$ cat config.mk
export PLATFORM = sky130hd
export DESIGN_NAME = decode_regfile_flat
export DESIGN_NICKNAME = d
export VERILOG_FILES = /design/src/rtl/decode_regfile_if.sv /design/src/rtl/decode_regfile.sv /design/src/flat_wrapper.sv
export SDC_FILE = /design/constraint.sdc
export NUM_CORES = 2
export LEC_CHECK = 0
export ABC_AREA = 1
export BUFFER_PORTS_ARGS = -buffer_cell sky130_fd_sc_hd__buf_4
export CAP_MARGIN = 25
export CORE_ASPECT_RATIO = 2
export CORE_MARGIN = 3
export CORE_UTILIZATION = 52
export DETAILED_ROUTE_END_ITERATION = 6
export PLACE_DENSITY = 0.68
export SLEW_MARGIN = 20
export SYNTH_ARGS = -nofsm -noshare
export SYNTH_HDL_FRONTEND = slang
export SYNTH_SLANG_ARGS = --single-unit
export TNS_END_PERCENT = 5
$ cat constraint.sdc
create_clock -name clk -period 3 [get_ports clk]
set_input_delay 0.3 -clock clk [delete_from_list [all_inputs] [get_ports clk]]
set_output_delay 0.3 -clock clk [all_outputs]
set_load 0.01 [all_outputs]
$ cat src/rtl/decode_regfile_if.sv
// rtl/decode_regfile_if.sv - decode/writeback port bundle for the register file and scoreboard
interface decode_regfile_if;
    // writeback stage
    logic        RegWriteW;
    logic [4:0]  RDW;
    logic [31:0] ResultW;
    // decode stage reads
    logic [4:0]  RS1D;
    logic [4:0]  RS2D;
    logic [31:0] RD1D;
    logic [31:0] RD2D;
    // decode stage issue
    logic        IssueValidD;
    logic        RegWriteD;
    logic [4:0]  RDD;
    logic        StallD;
    logic        ScbErr;

    modport master (
        output RegWriteW, RDW, ResultW,
        output RS1D, RS2D,
        output IssueValidD, RegWriteD, RDD,
        input  RD1D, RD2D, StallD, ScbErr
    );

    modport slave (
        input  RegWriteW, RDW, ResultW,
        input  RS1D, RS2D,
        input  IssueValidD, RegWriteD, RDD,
        output RD1D, RD2D, StallD, ScbErr
    );
endinterface

$ cat src/rtl/decode_regfile.sv
// rtl/decode_regfile.sv - 31x32 register file with 2-bit pending-write scoreboard; optional write-through bypass under WB_BYPASS_EN
module decode_regfile (
    input  logic             clk,
    input  logic             rst,
    decode_regfile_if.slave  rf
);

    logic [31:0] regs [32];
    logic [1:0]  pc   [32];
    logic        scb_err;

    logic        wb_en;
    logic [31:0] rd1_stored;
    logic [31:0] rd2_stored;
    logic        byp1;
    logic        byp2;
    logic        haz1;
    logic        haz2;
    logic        dest_full;
    logic        stall;
    logic        inc_en;
    logic [31:0] inc_vec;
    logic [31:0] wb_vec;
    logic        spurious;

    // Writeback qualifier shared by the array, scoreboard and bypass
    assign wb_en = rf.RegWriteW && (rf.RDW != 5'd0);

    // Stored read values; x0 is hard-wired to zero
    always_comb begin
        rd1_stored = 32'd0;
        rd2_stored = 32'd0;
        if (rf.RS1D != 5'd0) rd1_stored = regs[rf.RS1D];
        if (rf.RS2D != 5'd0) rd2_stored = regs[rf.RS2D];
    end

`ifdef WB_BYPASS_EN
    // Same-cycle writeback forwards ResultW and clears a hazard on the last pending write
    always_comb begin
        byp1 = rst && wb_en && (rf.RDW == rf.RS1D);
        byp2 = rst && wb_en && (rf.RDW == rf.RS2D);
        rf.RD1D = byp1 ? rf.ResultW : rd1_stored;
        rf.RD2D = byp2 ? rf.ResultW : rd2_stored;
        haz1 = (rf.RS1D != 5'd0) && (pc[rf.RS1D] != 2'd0)
               && !(byp1 && (pc[rf.RS1D] == 2'd1));
        haz2 = (rf.RS2D != 5'd0) && (pc[rf.RS2D] != 2'd0)
               && !(byp2 && (pc[rf.RS2D] == 2'd1));
    end
`else
    // Reads return stored values only; a hazard holds until the write has landed
    always_comb begin
        byp1 = 1'b0;
        byp2 = 1'b0;
        rf.RD1D = rd1_stored;
        rf.RD2D = rd2_stored;
        haz1 = (rf.RS1D != 5'd0) && (pc[rf.RS1D] != 2'd0);
        haz2 = (rf.RS2D != 5'd0) && (pc[rf.RS2D] != 2'd0);
    end
`endif

    // Stall decision, issue qualification and per-register scoreboard events
    always_comb begin
        dest_full = (pc[rf.RDD] == 2'd3) && !(wb_en && (rf.RDW == rf.RDD));
        stall     = rf.IssueValidD
                    && (haz1 || haz2
                        || (rf.RegWriteD && (rf.RDD != 5'd0) && dest_full));
        inc_en    = rf.IssueValidD && !stall && rf.RegWriteD && (rf.RDD != 5'd0);
        inc_vec   = inc_en ? (32'd1 << rf.RDD) : 32'd0;
        wb_vec    = wb_en ? (32'd1 << rf.RDW) : 32'd0;
        spurious  = wb_en && (pc[rf.RDW] == 2'd0);
    end

    assign rf.StallD = stall;
    assign rf.ScbErr = scb_err;

    // Register array write port; stalls never touch stored data
    always_ff @(posedge clk or negedge rst) begin
        if (!rst) begin
            for (int i = 0; i < 32; i++) regs[i] <= 32'd0;
        end else if (wb_en) begin
            regs[rf.RDW] <= rf.ResultW;
        end
    end

    // Pending counts: issue increments, writeback decrements, both together cancel
    always_ff @(posedge clk or negedge rst) begin
        if (!rst) begin
            for (int i = 0; i < 32; i++) pc[i] <= 2'd0;
        end else begin
            for (int r = 1; r < 32; r++) begin
                if (inc_vec[r] && !wb_vec[r]) begin
                    pc[r] <= pc[r] + 2'd1;
                end else if (wb_vec[r] && !inc_vec[r] && (pc[r] != 2'd0)) begin
                    pc[r] <= pc[r] - 2'd1;
                end
            end
        end
    end

    // Sticky flag for a writeback that had no matching issue
    always_ff @(posedge clk or negedge rst) begin
        if (!rst) begin
            scb_err <= 1'b0;
        end else if (spurious) begin
            scb_err <= 1'b1;
        end
    end

endmodule

$ cat src/flat_wrapper.sv
// flat-port wrapper written by rule: the top's interface ports become plain ports
module decode_regfile_flat 
  (clk, rst, rf_RegWriteW, rf_RDW, rf_ResultW, rf_RS1D, rf_RS2D, rf_IssueValidD, rf_RegWriteD, rf_RDD, rf_RD1D, rf_RD2D, rf_StallD, rf_ScbErr);
  decode_regfile_if rf_i ();
  input  logic clk;
  input  logic rst;
  input wire logic [$bits(rf_i.RegWriteW)-1:0] rf_RegWriteW;
  input wire logic [$bits(rf_i.RDW)-1:0] rf_RDW;
  input wire logic [$bits(rf_i.ResultW)-1:0] rf_ResultW;
  input wire logic [$bits(rf_i.RS1D)-1:0] rf_RS1D;
  input wire logic [$bits(rf_i.RS2D)-1:0] rf_RS2D;
  input wire logic [$bits(rf_i.IssueValidD)-1:0] rf_IssueValidD;
  input wire logic [$bits(rf_i.RegWriteD)-1:0] rf_RegWriteD;
  input wire logic [$bits(rf_i.RDD)-1:0] rf_RDD;
  output wire logic [$bits(rf_i.RD1D)-1:0] rf_RD1D;
  output wire logic [$bits(rf_i.RD2D)-1:0] rf_RD2D;
  output wire logic [$bits(rf_i.StallD)-1:0] rf_StallD;
  output wire logic [$bits(rf_i.ScbErr)-1:0] rf_ScbErr;
  assign rf_i.RegWriteW = rf_RegWriteW;
  assign rf_i.RDW = rf_RDW;
  assign rf_i.ResultW = rf_ResultW;
  assign rf_i.RS1D = rf_RS1D;
  assign rf_i.RS2D = rf_RS2D;
  assign rf_i.IssueValidD = rf_IssueValidD;
  assign rf_i.RegWriteD = rf_RegWriteD;
  assign rf_i.RDD = rf_RDD;
  assign rf_RD1D = rf_i.RD1D;
  assign rf_RD2D = rf_i.RD2D;
  assign rf_StallD = rf_i.StallD;
  assign rf_ScbErr = rf_i.ScbErr;
  decode_regfile u_core (.clk(clk), .rst(rst), .rf(rf_i));
endmodule
## Yosys cells after proc, flatten, opt, wreduce, memory -nomap -nowiden

Cells that the tools add are included.

- Register bits: 1,087
- Input bits: 57
- Output and inout port bits: 66
- Word-level logic and storage cells: 467

- Add/sub/neg operators: 62
- Magnitude comparators: 5
- Equal/unequal tests: 2
- Shift operators: 2
- Multiplexer cells: 87
- Bitwise gates (word level): 4
- Reductions and logical operators: 241

Operators by type and width:

| kind | count |
|---|---|
| $bwmux 1024 | 1 |
| $bmux 32 s5 | 2 |
| $mux 32 | 9 |
| $demux 32 s5 | 1 |
| $mux 2 | 70 |
| $reduce_bool 2->1 | 64 |
| $logic_and 1x1->1 | 106 |
| $logic_not 1->1 | 64 |
| $shl 1x5->32 const A | 2 |
| $add 2x1->2 const B | 31 |
| $sub 2x1->2 const B | 31 |
| $bmux 2 s5 | 4 |
| $ge 6x6->1 const B | 4 |
| $not 5->6 | 4 |
| $reduce_bool 5->1 | 4 |
| $lt 6x1->1 const B | 1 |
| $eq 5x5->1 | 1 |
| $eq 2x2->1 const B | 1 |
| $logic_not 2->1 | 1 |
| $logic_or 1x1->1 | 2 |

## Logic depth before layout (Yosys ltp)

- Word-level depth: 19
- Depth in mapped cells: 19
- Depth with buffers taken out: 18

## Worst setup path after synthesis

No wires, ideal clock.

- Path kind: input port to output port
- Start: input rf_RS2D[0]
- End: output rf_RD2D[16]
- Arrival time: 1,827 ps
- Data required time: 2,700 ps
- Setup slack: 873 ps
- Cell stages on the path: 10
- Buffers on the path: 3
- Cell sequence: inv_2 buf_2 buf_2 buf_1 nor2_1 o21ai_0 nor2_1 o32ai_1 nand2_1 a31oi_1

- Cells in the longest elaborated chain, start to end: 5
- Elaborated cells between the ends (all ways): 6
- Those cells by class: 4 x mux; 1 x bitwise; 1 x reduce/logical

Ends and longest elaborated chain:

| element | RTL line | RTL |
|---|---|---|
| start, declared | flat_wrapper.sv:11 | `input wire logic [$bits(rf_i.RS2D)-1:0] rf_RS2D;` |
| $not 5->6 (not written as such) | decode_regfile.sv:34 | `if (rf.RS2D != 5'd0) rd2_stored = regs[rf.RS2D];` |
| $bmux 32 s5 | decode_regfile.sv:34 |  |
| $mux 32 (not written as such) (2 in series) | decode_regfile.sv:34 |  |
| $mux 32 * | decode_regfile.sv:34 |  |
| end, declared | flat_wrapper.sv:16 | `output wire logic [$bits(rf_i.RD2D)-1:0] rf_RD2D;` |

Every way passes the cells marked *; elsewhere a longest branch is shown, timed or not. The select of a mux whose other input is x is not followed.

## Final worst setup path

- Start: register u_core.pc[30] (netlist bit)
- End: output rf_StallD

- Cells in the longest elaborated chain, start to end: 8
- Elaborated cells between the ends (all ways): 19
- Those cells by class: 1 x eq/ne; 9 x mux; 9 x reduce/logical

Ends and longest elaborated chain:

| element | RTL line | RTL |
|---|---|---|
| start, declared | decode_regfile.sv:9 | `logic [1:0] pc [32];` |
| start signal, assigned by index | decode_regfile.sv:92 | `pc[r] <= pc[r] + 2'd1;` |
| start signal, assigned by index | decode_regfile.sv:94 | `pc[r] <= pc[r] - 2'd1;` |
| $bmux 2 s5, on equally long branches | decode_regfile.sv:63, decode_regfile.sv:56, decode_regfile.sv:57 |  |
| $mux 2, on equally long branches (2 in series) | decode_regfile.sv:63, decode_regfile.sv:56, decode_regfile.sv:57 |  |
| $eq 2x2->1, or another cell as far along | decode_regfile.sv:63 | `dest_full = (pc[rf.RDD] == 2'd3) && !(wb_en && (rf.RDW == rf.RDD));` |
| $logic_and 1x1->1, on equally long branches | decode_regfile.sv:63, decode_regfile.sv:56, decode_regfile.sv:57 |  |
| $logic_and 1x1->1 or $logic_or 1x1->1 (tied branches) | decode_regfile.sv:66, decode_regfile.sv:65 |  |
| $logic_or 1x1->1 * | decode_regfile.sv:66 | `\|\| (rf.RegWriteD && (rf.RDD != 5'd0) && dest_full));` |
| $logic_and 1x1->1 * | decode_regfile.sv:65 | `&& (haz1 \|\| haz2` |
| end, declared | flat_wrapper.sv:17 | `output wire logic [$bits(rf_i.StallD)-1:0] rf_StallD;` |

Marked as above.

==> impl_results.md <==
* Setup violators final at 0
* Max Cap Violations at 0
* Fin Clk Skew at 0.0109 ns
* Post-Route Utilization at 60.0%
* Die Wd at roughly 240 µm
* Die area at 117,000 µm²
* YS warnings at 2
* Pwr Density at between 600 and 700 nW/µm²
* Mapped Nets at 7,989
* Row cnt at 173
* CP endpoint kind: output port
* Static Leak at between 30 and 40 nW
* Yosys cell types at 40
* Largest net degree at the start of global routing at roughly 120
* Non-filler cells, final at around 9,400
* Crit path max fanout at 4
* CP arrival at ~2.6 ns
* Failing checks: DRC
* P&R area growth vs syn at 14.0%
* Hold WS at between 0.09 and 0.1 ns
* Root buf cell: clkbuf_16
* CP Class: flop to output port
* Cell total after placement at 9,154
* Yosys top cell by area: dfrtp_1
* Clock Path Buffers at 3
* Final net count at 7,866
* Routed WL at about 250,000 µm
* DIE HEIGHT at 481 µm
* First-pass GRT wire length at ~380,000 µm
* Post-synthesis sequential area ratio at 46.4%
* Outcome: finished with violations
* Initial core utilization at around 53%
* Share of layout cells above drive strength 1 at 9.94%
* Mapped cell area at just under 60,000 µm²
* Final ANT Viol Nets at 0
* Remaining routing DRC violations at 3
* Number of global-route vias before repair at roughly 60,000
* TritonCTS Buffers at 99
* Max IR drop VDD at 533 µV
* Starting DRT DRC Count at roughly 8,100
* FF+latch count, synth at between 1,000 and 1,500
* DR vias at 61,935
* CTS Sinks at ~1,100
* Hold crit path type: input pin to flop
* Unrepaired setup endpoints after global routing: true
* Setup TNS at 0 ns
* Ranking of synthesized cells by area: dfrtp_1 (46%), o21ai_0 (16%), nand2_1 (13%)
* Relative slew slack at 18.4%
* Type of origin of the critical path: flop
* Slew Limit Fails at 0
* IO Count at 123
* Routability cong. at roughly 1.1
* Fin crit period at ~2.9 ns
* Worst slew pin tran at approximately 1.2 ns
* Predominant post-synthesis flop cell: dfrtp_1
* Total track usage at 42.4%
* Post-Syn Area per Cell at between 7 and 8 µm²
* Total power at between 40 and 50 mW
* EDFF count, synth at 0
* WL/cell at 27.0 µm
* Initial antenna violation count at 9
* H-tree depth at 3
* Detailed Routing Iterations Pass 1 at 7
* Top-area cell type share of the netlist area at a little under half
* FMAX at around 340 MHz
* Cells after synthesis at 7,932
* Core ar. at between 100,000 and 150,000 µm²
* Critical path required time at approximately 2.7 ns
* Crit share post-route at between 90% and 100%
* Most frequent cells in the layout: nand2_1 (2,046), o21ai_0 (1,844), dfrtp_1 (1,081), nor2_1 (567), inv_1 (434)
* Grt ovf at 0
* Port bufs at between 100 and 150
* Via density at between 6 and 7
* Clock slew at reported path FFs at 0.07 ns
* DP Wirelength at 154,000 µm
* TritonCTS clock tree: done
* Most common cell after layout, fill and taps aside: nand2_1
* Post-synth ARST share at 100%
* Worst skew pair latency at ~0.72 ns
* Fin. Hold Viols at 0
==> layer usage <==
metal | vias to the layer above | part of all wire, % | global-route usage [%]
met5 | - | 0.010 | 0
met4 | 4 | 10 | 34.5
met3 | 1444 | 12 | 10.8
met2 | 4645 | 43 | 64.9
met1 | 29296 | 34 | 50.7
li1 | 26546 | - | -
==> critical path, cell delays in order (launching register included) <==
cell     delay, ns
dfrtp_1       0.41
inv_1         0.16
nand2_4       0.14
nand2_1       0.09
nand3_1       0.08
nand3_1       0.08
nand2_1       0.06
nor2_1        0.10
nor2_1        0.07
nor2_2        0.13
nand2_2       0.09
a21oi_4       0.15
buf_12        0.14
nor2_1        0.04
buf_4         0.14
==> flip-flops by register name (all words and copies together) (netlist names) <==
signal and count:
u_core.regs 1024, u_core.pc 62, u_core.rf.ScbErr 1
==> final timing paths <==
check                                       start                end  slack (ns)  depth (start not counted)
max in group asynchronous                     rst   u_core.regs[963]        1.63                          3
worst min register to register  u_core.regs[1008]  u_core.regs[1008]        0.40                          0
worst max register to register      u_core.pc[30]      u_core.pc[34]        0.45                         17
min in group asynchronous                     rst   u_core.regs[792]        0.14                          2
worst max-delay path                u_core.pc[30]          rf_StallD        0.08                         14
worst min-delay path                    rf_RDW[4]   u_core.rf.ScbErr        0.09                          5
==> cell usage after synthesis (12+ instances only) <==
library cell / number
a211oi_1: 12
a21oi_1: 138
a31oi_1: 63
buf_1: 43
buf_2: 121
clkbuf_1: 570
dfrtp_1: 1087
inv_1: 466
inv_2: 19
nand2_1: 2060
nand3_1: 204
nand4_1: 53
nor2_1: 596
o21ai_0: 1847
o21ai_1: 28
o221ai_1: 158
o22ai_1: 254
o311ai_0: 32
o32ai_1: 101
==> cell type report <==
class                      count  area (µm²)
timing repair buffer         521        5520
sequential                  1087       27200
clock buffer                 147        3040
multi-input combinational   5612       26900
clock inverter                35         429
fill                       10150       44600
tap                         1487        1860
inverter                     488        1870
antenna                        5        12.5
==> cells by family after synthesis <==
logic type | share of synthesized area [%]
and+or+nand+nor | 19.8
AOI/OAI and AO/OA | 25.5
buffers and inverters | 8.24
DFF | 46.4
xor gates and xnor gates | 0.0747
==> power by group <==
part / internal, mW / total (mW) / switching, mW
Combinational: 3.35 / 9.16 / 5.81
Clock: 7.78 / 13.8 / 6.06
Sequential: 17.5 / 19.7 / 2.18
==> stage by stage <==
stage | cell area [µm²] | setup slack, ns
2_1_floorplan | 58600 | 0.873
3_3_place_gp | 62800 | 0.164
3_5_place_dp | 62800 | 0.197
4_1_cts | 66700 | 0.0101
5_1_grt | 66800 | -0.0259
6_report | 66800 | 0.0801
==> timing repair <==
action	CTS	global route
hold buffers	33	0
gates cloned	0	0
setup endpoints to repair	1	2
gates resized for setup	16	47
pin swaps	0	9
hold endpoints to repair	351	0
buffers inserted	3	5
No activity file was read; power rests on OpenSTA's default activity.
